File: config.mk
export PLATFORM = sky130hd
export DESIGN_NAME = instr_fetch_rv32i
export DESIGN_NICKNAME = d
export VERILOG_FILES = /design/src/rtl/instr_fetch_rv32i.sv
export SDC_FILE = /design/constraint.sdc
export NUM_CORES = 1
export LEC_CHECK = 0
export CORE_MARGIN = 1
export CORE_UTILIZATION = 47
export DETAILED_ROUTE_END_ITERATION = 6
export PLACE_DENSITY = 0.8
export RECOVER_POWER = 25
export SETUP_SLACK_MARGIN = 0.5
export SLEW_MARGIN = 15
export SYNTH_ARGS = -nofsm -noshare
export SYNTH_HDL_FRONTEND = slang
export SYNTH_SLANG_ARGS = --single-unit
File: constraint.sdc
create_clock -name clock -period 2.56 [get_ports clock]
set_input_delay 0.256 -clock clock [delete_from_list [all_inputs] [get_ports clock]]
set_output_delay 0.256 -clock clock [all_outputs]
set_load 0.005 [all_outputs]
File: src/rtl/instr_fetch_rv32i.sv
// rtl/instr_fetch_rv32i.sv - RV32I instruction fetch unit: req/gnt memory side, valid/ready decode side, redirects
module instr_fetch_rv32i #(
   parameter logic [31:0] RESET_PC = 32'h00000000
) (
   input  logic        clock,
   input  logic        nreset,
   output logic        imem_req,
   output logic [31:0] imem_addr,
   input  logic        imem_gnt,
   input  logic        imem_rvalid,
   input  logic [31:0] imem_rdata,
   output logic        if_valid,
   output logic [31:0] if_instr,
   output logic [31:0] if_pc,
   input  logic        id_ready,
   input  logic        redirect_valid,
   input  logic [31:0] redirect_pc,
   output logic        misaligned_err
);

   typedef enum logic [1:0] {
      ST_REQ  = 2'd0,
      ST_WAIT = 2'd1,
      ST_HOLD = 2'd2
   } state_t;

   state_t      state_q, state_d;
   logic [31:0] pc_q, pc_d;
   logic [31:0] fetch_addr_q, fetch_addr_d;
   logic        discard_q, discard_d;
   logic [31:0] instr_q, instr_d;
   logic [31:0] ipc_q, ipc_d;
   logic        redirect_ok;

   assign redirect_ok = redirect_valid && (redirect_pc[1:0] == 2'b00);

   always_ff @(posedge clock or negedge nreset) begin
      if (!nreset) begin
         state_q      <= ST_REQ;
         pc_q         <= RESET_PC;
         fetch_addr_q <= RESET_PC;
         discard_q    <= 1'b0;
         instr_q      <= 32'h00000000;
         ipc_q        <= 32'h00000000;
      end else begin
         state_q      <= state_d;
         pc_q         <= pc_d;
         fetch_addr_q <= fetch_addr_d;
         discard_q    <= discard_d;
         instr_q      <= instr_d;
         ipc_q        <= ipc_d;
      end
   end

   always_comb begin
      state_d      = state_q;
      pc_d         = pc_q;
      fetch_addr_d = fetch_addr_q;
      discard_d    = discard_q;
      instr_d      = instr_q;
      ipc_d        = ipc_q;
      case (state_q)
         ST_REQ: begin
            if (redirect_ok) begin
               pc_d = redirect_pc;
               // A grant coinciding with a redirect fetches a stale address; drop its response.
               if (imem_gnt) begin
                  state_d   = ST_WAIT;
                  discard_d = 1'b1;
               end
            end else if (imem_gnt) begin
               state_d      = ST_WAIT;
               fetch_addr_d = pc_q;
               pc_d         = pc_q + 32'd4;
               discard_d    = 1'b0;
            end
         end
         ST_WAIT: begin
            if (redirect_ok) begin
               pc_d = redirect_pc;
               if (imem_rvalid) begin
                  discard_d = 1'b0;
                  state_d   = ST_REQ;
               end else begin
                  discard_d = 1'b1;
               end
            end else if (imem_rvalid) begin
               if (discard_q) begin
                  discard_d = 1'b0;
                  state_d   = ST_REQ;
               end else begin
                  instr_d = imem_rdata;
                  ipc_d   = fetch_addr_q;
                  state_d = ST_HOLD;
               end
            end
         end
         ST_HOLD: begin
            if (redirect_ok) begin
               pc_d    = redirect_pc;
               state_d = ST_REQ;
            end else if (id_ready) begin
               state_d = ST_REQ;
            end
         end
         default: begin
            state_d = ST_REQ;
         end
      endcase
   end

   assign imem_req       = (state_q == ST_REQ);
   assign imem_addr      = pc_q;
   assign if_valid       = (state_q == ST_HOLD);
   assign if_instr       = instr_q;
   assign if_pc          = ipc_q;
   assign misaligned_err = nreset && redirect_valid && (redirect_pc[1:0] != 2'b00);

endmodule

==> results of run 1 <==
==> report_power, final <==
group | switching (W) | internal, W | total [W]
Sequential | 0.000718 | 0.00302 | 0.00374
Combinational | 0.00187 | 0.00270 | 0.00456
Clock | 0.000862 | 0.00127 | 0.00213
==> worst max-delay path, delay by kind of cell (launching register included) <==
kind,cells,cell delay [ps]
simple gates,3,990
flops,1,420
compound gates,2,550
==> cells by family (layout without fill, tap and decap cells) <==
| family | after synthesis | count (layout) | synth area share |
|---|---|---|---|
| multiplexers | 98 | 98 | 0.1927 |
| AND/OR/NAND/NOR | 111 | 111 | 0.09699 |
| adder cells (fa/ha/maj) | 6 | 6 | 0.01311 |
| buffers and inverters | 34 | 242 | 0.02381 |
| flip-flops | 131 | 131 | 0.5723 |
| AO/OA/AOI/OAI | 88 | 88 | 0.1011 |
==> Yosys cell counts (5+ instances only) <==
master,n
o311ai_0,8
clkbuf_1,19
inv_1,7
a31oi_1,8
nand2_1,34
ha_1,6
nor3_1,8
nor4_1,5
nand3_1,13
nand4_1,7
o21ai_0,23
nor2_1,23
mux2_2,98
a21oi_1,20
buf_2,7
dfrtp_1,131
==> placed cells by master (no fill, tap or decap), types with 3 or more instances in the layout <==
cell	synthesis	final
clkinv_2	0	8
mux2_2	98	98
buf_4	0	30
nor3_1	8	7
dfrtp_1	131	123
dfrtp_2	0	8
ha_1	6	4
clkbuf_1	19	3
nand2_1	34	31
o21ai_0	23	22
a21oi_1	20	19
o311ai_0	8	4
a31oi_1	8	8
nand3_1	13	12
nor2_1	23	21
nor4_1	5	4
nand2_2	0	3
nand4_1	7	7
nand2b_1	3	3
clkdlybuf4s50_1	0	167
clkinvlp_4	0	3
o311ai_1	1	5
inv_1	7	7
a41oi_1	3	3
clkbuf_16	0	17
==> area by class of cell <==
cell class,instances,area (um^2)
Clock inverter,11,62.56
Timing Repair Buffer,203,1962
Tap cell,143,178.9
Fill cell,804,3277
Sequential cell,131,3288
Clock buffer,21,460.4
Inverter,7,26.28
Multi-Input combinational cell,303,2407
==> metrics by stage <==
step	hold WS, ps	utilization
floorplan	-39.59	-
global placement	484.9	0.6569
detailed placement	491.8	0.6569
CTS	56.84	0.7134
global route	456.1	0.7190
finish	432.0	0.7190
==> state kept, by name, indices dropped and copies added (netlist names) <==
signal and cells:
fetch_addr_q 32, discard_q 1, if_pc 32, if_instr 32, state_q 2, imem_addr 32
==> metal layers <==
metal	vias up	wire [um]	share of wire	GRT usage
li1	2109	-	-	-
met1	2295	6304	0.41	0.3243
met2	246	7643	0.49	0.4265
met3	40	1156	0.074	0.06965
met4	0	416	0.027	0.09956
met5	-	0	0	0
==> final timing paths <==
kind / startpoint / slack, ps / depth (start not counted) / to
hold / removal: redirect_pc[24] / 430 / 3 / imem_addr[24]$_DFFE_PN0P_
max in group asynchronous: nreset / 910 / 2 / fetch_addr_q[18]$_DFFE_PN0P_
setup reg to reg: imem_addr[2]$_DFFE_PN0P_ / 480 / 5 / imem_addr[27]$_DFFE_PN0P_
hold reg to reg: if_instr[28]$_DFFE_PN0P_ / 500 / 1 / if_instr[28]$_DFFE_PN0P_
setup / recovery: imem_addr[2]$_DFFE_PN0P_ / 480 / 5 / imem_addr[27]$_DFFE_PN0P_
min in group asynchronous: nreset / 540 / 2 / fetch_addr_q[11]$_DFFE_PN0P_
==> repair_timing <==
action,4_1_cts,5_1_grt
cloned,0,0
endpoints found under the setup margin,6,78
pin swaps,3,5
gates resized for setup,16,14
buffers inserted,12,5
hold buffers,0,0
==> metrics.sh, run 1 <==
FIRST_GLOBAL_VIAS=4849
DETAILED_ROUTE_WIRE_LENGTH_PER_CELL_UM=18.95
WORSTHOLDPATHTYPE='primary input to register'
TRITONCTS.NUM_BUFFERS=17
SYNTH_EDF_COUNT=0
NUM-NETS-FINAL=739
RESULT_OF_THE_RUN='complete, but fails checks'
TIMING.CRITICAL_PATH.CELLS='nand3_4 > or3_4 > or4_4 > o311a_1 > a221o_1'
SYNTHESIS.AREA_UM2=5728
SLEW_HEADROOM=-0.1345
PEAKVDDDROP_V=0.0006173
YOSYS-TOP-CELLS-AREA='dfrtp_1 (57%), mux2_2 (19%), nand2_1 (2.2%), o21ai_0 (2.0%), a21oi_1 (1.7%)'
AREAGROWTHSYNTHTOFINISH_PCT=46.40
CLOCK_TREE.ROOT_CELL='clkbuf_16'
CELLPOWERDENSITY_nW_PER_UM2=1244
TOTAL_NEGATIVE_SLACK_FOR_SETUP_CHECKS_PS=0
DP_SLACK_PS=307.9
SYNTHESIS.AREA_PER_INSTANCE_UM2=12.24
HPWL_UM=10550
FINAL.SETUP_SKEW_PS=11.13
VIAS_PER_CELL=5.726
INITIAL_CORE_UTIL=0.4911
IOS=169
POST_ROUTE_CELLS_DRIVE_ABOVE_1_SHARE=0.2870
VIOLATIONS='max-capacitance violations, max-slew violations'
DIE_AREA_UM2=12630
CORE_UM2=11660
NUMBER_OF_DRC_MARKERS_AFTER_THE_INITIAL_DETAILED_ROUTE_ITERATION=329
SYNTHESIS.NETS=544
FINALPOWER_W=0.01044
YS_FF_LATCH=131
DIE_W_UM=112.4
MAX_SLEW.WORST_PIN.SLEW_PS=1702
CP_SLOWEST_STAGE_DELAY_PS=520
DRT-TOTAL-WL_UM=15520
CTS_SINKS=131
DP.CELLS=770
DOMINANTREGCELLSYNTH='dfrtp_1'
WORST-SETUP-PATH-TYPE='register to register'
P_LEAK_nW=3.482
GRT_START_MAX_NET_PINS=74
POSTSYNTH.ASYNCRESETSHARE=1.000
DPL_CELL_AREA_UM2=7661
YOSYSTOPAREACELLSHARE=0.5723
GATE_COUNT_AFTER_TECHNOLOGY_MAPPING=468
TIMING.FINAL.HOLD_VIOLATIONS=0
ANT_NETS=0
CRITICAL_PATH.STARTPOINT_TYPE='register'
YOSYS.CELL_TYPES.COUNT=48
CRITPATHCAPTURETYPE='register'
PERIOD_SHARE=0.8142
ACHIEVABLE-FREQUENCY_MHz=479.8
CRIT_FANOUT=4
ANTENNA_VIOLATIONS_BEFORE_REPAIR=0
WORSTPATHARRIVAL_PS=2380
ROWS=39
FINALINSTANCEAREA_UM2=8386
ANTENNA_CELLS=0
BUFFER_PORTS.INSERTED=168
GLOBAL_ROUTE.OVERFLOW_TOTAL=0
DRT_PRE_ANTENNA_ITERS=6
PERIOD_NEEDED_PS=2084
DRV_CAP=1
SLOWEST_STAGE='or4_4'
CLKSLEWWORSTSETUPHOLDPATHS_PS=50
H-TREE-DEPTH=4
GRT_PASS1_WL_UM=25100
CLK_LATENCY_PS=410
ENDPOINTS_FAILING_SETUP=0
ROUTE.DETAILED.DRC=0
CTSLONGESTPATHBUFFERS=2
RSZ0062_AT_GRT='yes'
CP_DATA_REQUIRED_TIME_PS=2850
YOSYS.AREA.TOP_TYPE='dfrtp_1'
CLOCK_TREE_FROM_TRITONCTS='yes'
POSTLAYOUTSETUPSLACKWORST_PS=475.8
SYNTH_WARNINGS=0
ROUTE.VIAS.TOTAL=4690
STDCELL_COUNT=819
GLOBALROUTETOTALUTIL=0.2577
SYNTH.YOSYS.SEQ_AREA_SHARE=0.5723
DIE_HEIGHT_UM=112.4
DRV_SLEW=74
ROUTABILITYCONGESTION=0.8398
Power figures use the tool's default switching activity.
==> run 2, diff against run 1 <==
==> constraint.sdc (replaced) <==
create_clock -name clock -period 1.95 [get_ports clock]
set_input_delay 0.195 -clock clock [delete_from_list [all_inputs] [get_ports clock]]
set_output_delay 0.195 -clock clock [all_outputs]
set_load 0.005 [all_outputs]
==> run 2 against run 1 <==
The run now fails in global routing (5_1_grt). Area after synthesis stayed put. Synthesized cell count stayed put.
==> metrics.sh, run 2 <==
RESULT_OF_THE_RUN='did not finish'  # was complete, but fails checks
LAST-STAGE-REACHED='global routing (5_1_grt)'
FIRST-ERROR='[ERROR GRT-0232] Routing congestion too high. Check the congestion heatmap in the GUI.'
DIE_HEIGHT_UM=112.4  # unchanged
DP_SLACK_PS=-89.90  # was 307.9 ps
GLOBALROUTETOTALUTIL=0.7796
ROWS=39  # unchanged
SYNTHESIS.AREA_PER_INSTANCE_UM2=12.24  # unchanged
TRITONCTS.NUM_BUFFERS=17  # unchanged
GRT_START_MAX_NET_PINS=132
H-TREE-DEPTH=4  # unchanged
SYNTH_WARNINGS=0  # unchanged
CTS_SINKS=131  # unchanged
ROUTABILITYCONGESTION=0.9058  # was 0.8398
DP.CELLS=816  # was 770
SYNTH_COMMONEST_CELLS='dfrtp_1 (131), mux2_2 (98), nand2_1 (34)'  # unchanged
BUFFER_PORTS.INSERTED=168  # unchanged
WORST_ENDPOINT_KIND='sequential cell input'
SYNTHESIS.AREA_UM2=5728  # unchanged
SYNTH_EDF_COUNT=0  # unchanged
DOMINANTREGCELLSYNTH='dfrtp_1'  # unchanged
CTSLONGESTPATHBUFFERS=2  # unchanged
YOSYS.CELL_TYPES.COUNT=48  # unchanged
MOST_NUMEROUS_CELL_IN_THE_YOSYS_NETLIST='dfrtp_1'  # unchanged
IOS=169  # unchanged
YOSYS-TOP-CELLS-AREA='dfrtp_1 (57%), mux2_2 (19%), nand2_1 (2.2%), o21ai_0 (2.0%), a21oi_1 (1.7%)'  # unchanged
YOSYSTOPAREACELLSHARE=0.5723  # unchanged
YS_FF_LATCH=131  # unchanged
DIE_W_UM=112.4  # unchanged
CLOCK_TREE.ROOT_CELL='clkbuf_16'  # unchanged
POSTSYNTH.ASYNCRESETSHARE=1.000  # unchanged
GLOBAL_ROUTE.OVERFLOW_TOTAL=131
GRT_REPAIR_WORST_ENDPOINT='imem_addr[24]$_DFFE_PN0P_/D'
GATE_COUNT_AFTER_TECHNOLOGY_MAPPING=468  # unchanged
YOSYS.AREA.TOP_TYPE='dfrtp_1'  # unchanged
ANTENNA_VIOLATIONS_BEFORE_REPAIR=5
SYNTHESIS.NETS=544  # unchanged
HPWL_UM=10740  # was 10550 um
INITIAL_CORE_UTIL=0.4911  # unchanged
SYNTH.YOSYS.SEQ_AREA_SHARE=0.5723  # unchanged
-- run 2: cell families after synthesis --
kind of cell / after synthesis / share of synthesized area
buffers and inverters: 34 / 0.02381
AOI/OAI and AO/OA: 88 / 0.1011
adders and majority gates: 6 / 0.01311
and+or+nand+nor: 111 / 0.09699
muxes: 98 / 0.1927
DFF: 131 / 0.5723
-- run 2: layer usage --
metal | global-route usage | overflow
met1 | 0.7703 | 0
met2 | 0.9714 | 84
met3 | 0.6053 | 1
met4 | 0.8382 | 46
met5 | 0.07059 | 0
-- run 2: per-stage QoR --
step | hold slack [ps] | area (um^2)
detailed placement | 398.2 | 8273
CTS | 355.3 | 10450
global placement | 389.9 | 8273
floorplan | -100.6 | 6152
-- run 2: timing repair --
item	4_1_cts
setup buffers	61
gates resized for setup	323
cloned	15
endpoints found under the hold margin	131
pin swaps	48
setup endpoints to repair	215
hold buffers	1
==> run 3, diff against run 2 <==
--- a/config.mk
+++ b/config.mk
@@ -6,11 +6,10 @@
 export NUM_CORES = 1
 export LEC_CHECK = 0
 export CORE_MARGIN = 1
-export CORE_UTILIZATION = 47
+export CORE_UTILIZATION = 40
 export DETAILED_ROUTE_END_ITERATION = 6
-export PLACE_DENSITY = 0.8
+export PLACE_DENSITY_LB_ADDON = 0.15
 export RECOVER_POWER = 25
-export SETUP_SLACK_MARGIN = 0.5
 export SLEW_MARGIN = 15
 export SYNTH_ARGS = -nofsm -noshare
 export SYNTH_HDL_FRONTEND = slang
==> run 3 against run 2 <==
The flow now finishes, with violations (negative setup slack).
==> metrics.sh, run 3 (synthesis results as in run 1) <==
MIN_FROM='redirect_pc[18]'
CORE_UM2=13930
RR_STARTPOINT='imem_addr[8]$_DFFE_PN0P_'
CLOCK_TREE_FROM_TRITONCTS='yes'
ACHIEVABLE-FREQUENCY_MHz=494.6
WORSTHOLDPATHTYPE='primary input to register'
CRITPATHCAPTURETYPE='register'
WORSTPATHARRIVAL_PS=2310
HOLD_DEPTH=3
P_LEAK_nW=3.786
ANT_NETS=0
WORST_HOLD_SLACK_PS=365.1
CLOCK_TREE.ROOT_CELL='clkbuf_16'  # unchanged
CRITICAL_PATH.STARTPOINT_TYPE='register'
BUFFER_PORTS.INSERTED=168  # unchanged
ANTENNA_VIOLATIONS_BEFORE_REPAIR=0
FINAL_CORE_UTILIZATION=0.6378
DIE_AREA_UM2=14800
DIE_HEIGHT_UM=121.7  # was 112.4 um
ROUTABILITYCONGESTION=0.8477  # was 0.9058
INITIAL_CORE_UTIL=0.4111  # was 0.4911
VIAS_PER_CELL=5.228
CRIT_FANOUT=2
ANTENNA_CELLS=0
DRT-TOTAL-WL_UM=15100
POST_ROUTE_CELLS_DRIVE_ABOVE_1_SHARE=0.3255
FINALPOWER_W=0.01431
RR_ENDPOINT='imem_addr[27]$_DFFE_PN0P_'
MAX_SLEW.WORST_PIN.SLEW_PS=1182
IOS=169  # unchanged
CLKSLEWWORSTSETUPHOLDPATHS_PS=50
CLK_LATENCY_PS=410
CTS_SINKS=131  # unchanged
GLOBALROUTETOTALUTIL=0.2104
RESULT_OF_THE_RUN='complete, but fails checks'  # was did not finish
GLOBAL_ROUTE.OVERFLOW_TOTAL=0
FINAL_CELL_MIX='clkdlybuf4s50_1 (166), dfrtp_1 (129), mux2_2 (98)'
CRITPATHBUFINV=0
MET1_USAGE=0.2631
DIE_W_UM=121.7  # was 112.4 um
WORST-SETUP-PATH-TYPE='register to register'
MOSTFREQUENTLAYOUTCELL='clkdlybuf4s50_1'
H-TREE-DEPTH=4  # unchanged
TRITONCTS.NUM_BUFFERS=17  # unchanged
HPWL_UM=10830  # was 10740 um
FINAL.SETUP_SKEW_PS=7.604
NUMBER_OF_DRC_MARKERS_AFTER_THE_INITIAL_DETAILED_ROUTE_ITERATION=261
VIOLATIONS='negative setup slack'
GRT_START_MAX_NET_PINS=132
POSTLAYOUTSETUPSLACKWORST_PS=-71.73
ENDPOINTS_FAILING_SETUP=3
CP_DATA_REQUIRED_TIME_PS=2240
FILLERS=1082
MULTI_INPUT_COMB_AREA_UM2=2435
SLEW_HEADROOM=0.2121
CTSLONGESTPATHBUFFERS=2  # unchanged
CRIT_FAMILY='simple AND/OR/NAND/NOR gates'
CELLPOWERDENSITY_nW_PER_UM2=1610
GRT_PASS1_WL_UM=23620
R2R_SLACK_PS=-70
SLOWEST_STAGE='or4_4'
PERIOD_NEEDED_PS=2022
TIMING.FINAL.HOLD_VIOLATIONS=0
DRT_PRE_ANTENNA_ITERS=4
FIRST_GLOBAL_VIAS=4713
PERIOD_SHARE=1.037
PEAKVDDDROP_V=0.0008354
DRV_SLEW=0
RSZ0062_AT_GRT='yes'
FRACTION_OF_MET2_TRACKS_USED_BY_GLOBAL_ROUTING=0.3409
ROUTE.DETAILED.DRC=0
ROUTE.VIAS.TOTAL=4700
ROWS=43  # was 39
CP_SLOWEST_STAGE_DELAY_PS=500
HOLD_PATH_END='imem_addr[18]$_DFFE_PN0P_'
R2R_CELLS=5
AREAGROWTHSYNTHTOFINISH_PCT=55.16
DRV_CAP=0
TOTAL_NEGATIVE_SLACK_FOR_SETUP_CHECKS_PS=-97.45
FINAL-SEQ-AREA_UM2=3281
DETAILED_ROUTE_WIRE_LENGTH_PER_CELL_UM=16.79
MET3_USAGE=0.05384
NUM-NETS-FINAL=785
TIMING.CRITICAL_PATH.CELLS='nand3_2 > or3_4 > or4_4 > o311a_1 > a221o_1'
GR-MAX-USAGE-LAYER='met2'
==> run 3: what timing repair did <==
item / in CTS / in global routing
endpoints found under the hold margin: 131 / 0
hold buffers: 1 / 0
pin swaps: 5 / 8
setup endpoints to repair: 3 / 48
gates cloned: 0 / 1
resized for setup: 5 / 26
buffers inserted: 2 / 4
==> run 3: how the worst max path moves through the flow <==
stage	startpoint	slack, ps	to	depth (start not counted)
2_1_floorplan	imem_addr[7]$_DFFE_PN0P_	-150	imem_addr[27]$_DFFE_PN0P_	5
3_3_place_gp	redirect_valid	-140	if_instr[14]$_DFFE_PN0P_	7
3_5_place_dp	imem_addr[2]$_DFFE_PN0P_	-220	imem_addr[24]$_DFFE_PN0P_	7
4_1_cts	imem_addr[8]$_DFFE_PN0P_	-80	imem_addr[27]$_DFFE_PN0P_	5
5_1_grt	imem_addr[8]$_DFFE_PN0P_	-120	imem_addr[27]$_DFFE_PN0P_	5
6_report	imem_addr[8]$_DFFE_PN0P_	-70	imem_addr[27]$_DFFE_PN0P_	5
==> run 3: where the power goes <==
group | switching [W] | internal (W) | total (W)
clock | 0.00106 | 0.00186 | 0.00292
sequential | 0.000676 | 0.00396 | 0.00463
combinational | 0.00272 | 0.00403 | 0.00675
==> run 3: layout make-up <==
class,count,area share
flip-flops and latches,131,0.3691
multi-input cells,303,0.2740
repair buffers,249,0.2674
clock buffers,24,0.05533
well taps,180,0.02534
clock inverters,5,0.005913
inverters,7,0.002956
==> run 3: tightest hold or removal path, stage by stage <==
cell             delay (ps)
clkdlybuf4s50_1         390
nand2_1                  60
o311ai_1                 80
==> run 3: metrics by stage <==
stage                     setup WS (ps)  std cells  instance area, um^2
after floorplan                  -148.3        468                 5741
after global placement           -141.5        862                 8192
after detailed placement         -219.6        862                 8192
after CTS                        -81.76        894                 8783
after global routing             -124.0        899                 8887
final                            -71.73        899                 8887
==> run 3: metal layers <==
metal	routed length, um	part of all wire	up-vias
li1	-	-	2197
met1	6566	0.43	2321
met2	7350	0.49	162
met3	898	0.059	20
met4	282	0.019	0
met5	0	0	-
==> run 4, diff against run 3 <==
--- a/config.mk
+++ b/config.mk
@@ -5,11 +5,13 @@
 export SDC_FILE = /design/constraint.sdc
 export NUM_CORES = 1
 export LEC_CHECK = 0
+export CAP_MARGIN = 40
 export CORE_MARGIN = 1
 export CORE_UTILIZATION = 40
 export DETAILED_ROUTE_END_ITERATION = 6
 export PLACE_DENSITY_LB_ADDON = 0.15
 export RECOVER_POWER = 25
+export SETUP_SLACK_MARGIN = 0.1
 export SLEW_MARGIN = 15
 export SYNTH_ARGS = -nofsm -noshare
 export SYNTH_HDL_FRONTEND = slang
==> run 4 against run 3 <==
Count of clock-buffer cells in the layout grew 1. Clock skew shrank 2.7 ps. First-iteration DRC count shrank 27%. Critical endpoint unchanged. Final cell count grew 1.4%. Register-to-register slack lost 40 ps. Clock power shrank 2%. Sequential share of layout area shrank 1.1 points. Sequential power grew 0.9%. Critical path depth grew 1. Core utilization grew 1.9 points. Critical path type unchanged. Fmax shrank 1.9%. Largest power group unchanged. Setup slack lost 40 ps. The run still ends with negative setup slack left.
==> metrics.sh, run 4 (synthesis results as in run 1) <==
DRT_PRE_ANTENNA_ITERS=4  # unchanged
VIAS_PER_CELL=5.284  # was 5.228
SLOWEST_STAGE='or4_4'  # unchanged
FINALPOWER_W=0.01471  # was 0.01431 W
CORE_UM2=13930  # unchanged
CRIT_FANOUT=2  # unchanged
CP_SLOWEST_STAGE_DELAY_PS=490  # was 500 ps
FINAL_CELL_MIX='clkdlybuf4s50_1 (165), dfrtp_1 (130), mux2_2 (92)'  # was clkdlybuf4s50_1 (166), dfrtp_1 (129), mux2_2 (98)
CLK_LATENCY_PS=410  # about the same
ROUTE.VIAS.TOTAL=4819  # was 4700
WORSTPATHARRIVAL_PS=2360  # was 2310 ps
CLOCK_TREE_FROM_TRITONCTS='yes'  # unchanged
NUMBER_OF_DRC_MARKERS_AFTER_THE_INITIAL_DETAILED_ROUTE_ITERATION=191  # was 261
GLOBAL_ROUTE.OVERFLOW_TOTAL=0  # unchanged
FINAL.SETUP_SKEW_PS=4.925  # was 7.604 ps
P_LEAK_nW=3.918  # was 3.786 nW
PERIOD_SHARE=1.057  # was 1.037
VIOLATIONS='negative setup slack'  # unchanged
CTS_SINKS=131  # unchanged
TIMING.FINAL.HOLD_VIOLATIONS=0  # unchanged
DRT-TOTAL-WL_UM=16900  # was 15100 um
DP.CELLS=862  # unchanged
ROUTABILITYCONGESTION=0.8346  # was 0.8477
PERIOD_NEEDED_PS=2062  # was 2022 ps
DRV_CAP=0  # unchanged
CRIT_FAMILY='simple AND/OR/NAND/NOR gates'  # unchanged
ANT_NETS=0  # unchanged
SLEW_HEADROOM=0.2258  # was 0.2121
ROUTE.DETAILED.DRC=0  # unchanged
PEAKVDDDROP_V=0.0006856  # was 0.0008354 V
WORST-SETUP-PATH-TYPE='register to register'  # unchanged
WORSTHOLDPATHTYPE='primary input to register'  # unchanged
BUFFER_PORTS.INSERTED=168  # unchanged
CLKSLEWWORSTSETUPHOLDPATHS_PS=60  # was 50 ps
GRT_START_MAX_NET_PINS=132  # unchanged
RR_STARTPOINT='imem_addr[2]$_DFFE_PN0P_'  # was imem_addr[8]$_DFFE_PN0P_
RESULT_OF_THE_RUN='complete, but fails checks'  # unchanged
TIMING.CRITICAL_PATH.CELLS='buf_6 > nand3_4 > or3_4 > or4_4 > o311a_1 > a221o_1'  # was nand3_2 > or3_4 > or4_4 > o311a_1 > a221o_1
DIE_HEIGHT_UM=121.7  # unchanged
DIE_AREA_UM2=14800  # unchanged
ANTENNA_VIOLATIONS_BEFORE_REPAIR=0  # unchanged
MAX_SLEW.WORST_PIN.SLEW_PS=1161  # was 1182 ps
WORSTSETUPSTARTPOINT='imem_addr[2]$_DFFE_PN0P_'  # was imem_addr[8]$_DFFE_PN0P_
MOSTFREQUENTLAYOUTCELL='clkdlybuf4s50_1'  # unchanged
POST_ROUTE_CELLS_DRIVE_ABOVE_1_SHARE=0.3456  # was 0.3255
HPWL_UM=10860  # was 10830 um
DETAILED_ROUTE_WIRE_LENGTH_PER_CELL_UM=18.53  # was 16.79 um
ROWS=43  # unchanged
ANTENNA_CELLS=0  # unchanged
CRITPATHCAPTURETYPE='register'  # unchanged
RSZ0062_AT_GRT='yes'  # unchanged
TOTAL_NEGATIVE_SLACK_FOR_SETUP_CHECKS_PS=-275.3  # was -97.45 ps
ENDPOINTS_FAILING_SETUP=6  # was 3
TRITONCTS.NUM_BUFFERS=17  # unchanged
ACHIEVABLE-FREQUENCY_MHz=485.1  # was 494.6 MHz
STDCELL_COUNT=912  # was 899
POSTLAYOUTSETUPSLACKWORST_PS=-111.6  # was -71.73 ps
DRV_SLEW=0  # unchanged
NUM-NETS-FINAL=798  # was 785
MIN_FROM='redirect_pc[24]'  # was redirect_pc[18]
DIE_W_UM=121.7  # unchanged
FILLERS=1059  # was 1082
AREAGROWTHSYNTHTOFINISH_PCT=59.81  # was 55.16%
FIRST_GLOBAL_VIAS=4852  # was 4713
GRT_PASS1_WL_UM=24500  # was 23620 um
IOS=169  # unchanged
INITIAL_CORE_UTIL=0.4111  # unchanged
CELLPOWERDENSITY_nW_PER_UM2=1607  # was 1610 nW/um^2
CRITICAL_PATH.STARTPOINT_TYPE='register'  # unchanged
CRITPATHBUFINV=1  # was 0
H-TREE-DEPTH=4  # unchanged
CP_DATA_REQUIRED_TIME_PS=2250  # was 2240 ps
CLOCK_TREE.ROOT_CELL='clkbuf_16'  # unchanged
CTSLONGESTPATHBUFFERS=2  # unchanged
GLOBALROUTETOTALUTIL=0.2186  # was 0.2104
## run 4: changes by cell type in the layout (fill, tap and decap cells not counted), moves of 4 or more
| cell | change |
|---|---|
| o21ai_1 | +4 |
| mux2_2 | -6 |
| clkbuf_16 | +4 |
| o21ai_0 | -4 |
| buf_6 | +6 |
| mux2_4 | +6 |
## run 4: path summary, 6_finish.rpt
check,slack (ps),depth (start not counted),endpoint
setup / recovery,-110,6,imem_addr[27]$_DFFE_PN0P_
hold / removal,370,3,imem_addr[24]$_DFFE_PN0P_
setup reg to reg,-110,6,imem_addr[27]$_DFFE_PN0P_
hold reg to reg,500,1,if_instr[16]$_DFFE_PN0P_
max in group asynchronous,220,3,imem_addr[3]$_DFFE_PN0P_
min in group asynchronous,890,3,if_pc[24]$_DFFE_PN0P_
## run 4: area by class of cell
class / count / area (um^2) / share of cell area
clock buffers: 25 / 505.5 / 0.05522
well taps: 180 / 225.2 / 0.02460
flip-flops and latches: 131 / 3279 / 0.3583
inverters: 7 / 26.28 / 0.002870
clock inverters: 4 / 25.02 / 0.002734
multi-input cells: 304 / 2541 / 0.2776
repair buffers: 261 / 2551 / 0.2787
## run 4: worst reg2reg max path, stage by stage, from the launching register on
cell and delay, ps:
dfrtp_1 370, buf_6 120, nand3_4 60, or3_4 350, or4_4 490, o311a_1 300, a221o_1 250
## run 4: per-layer routing
metal	GRT usage	routed length (um)
met1	0.2708	7422
met2	0.3604	8031
met3	0.05758	1107
met4	0.09259	337
met5	0	0
## run 4: stage by stage
step / cell area (um^2) / utilization / setup WS [ps] / hold WS, ps
2_1_floorplan: 5766 / - / -148.3 / -100.6
3_3_place_gp: 8177 / 0.5868 / -84.28 / 401.8
3_5_place_dp: 8177 / 0.5868 / -174.0 / 405.2
4_1_cts: 8841 / 0.6345 / -141.2 / 354.0
5_1_grt: 9154 / 0.6569 / -190.7 / 376.7
6_report: 9154 / 0.6569 / -111.6 / 365.9
## run 4: where the power goes
group	switching (W)	total, W	internal, W
sequential	0.000712	0.00467	0.00395
clock	0.00109	0.00286	0.00177
combinational	0.00296	0.00719	0.00423
total	0.00476	0.0147	0.00995
## run 4: repair_timing
item	CTS	global route
setup buffers	4	5
cloned	1	10
hold endpoints to repair	131	0
resized for setup	23	35
hold buffers	1	0
pin swaps	6	9
endpoints found under the setup margin	18	83
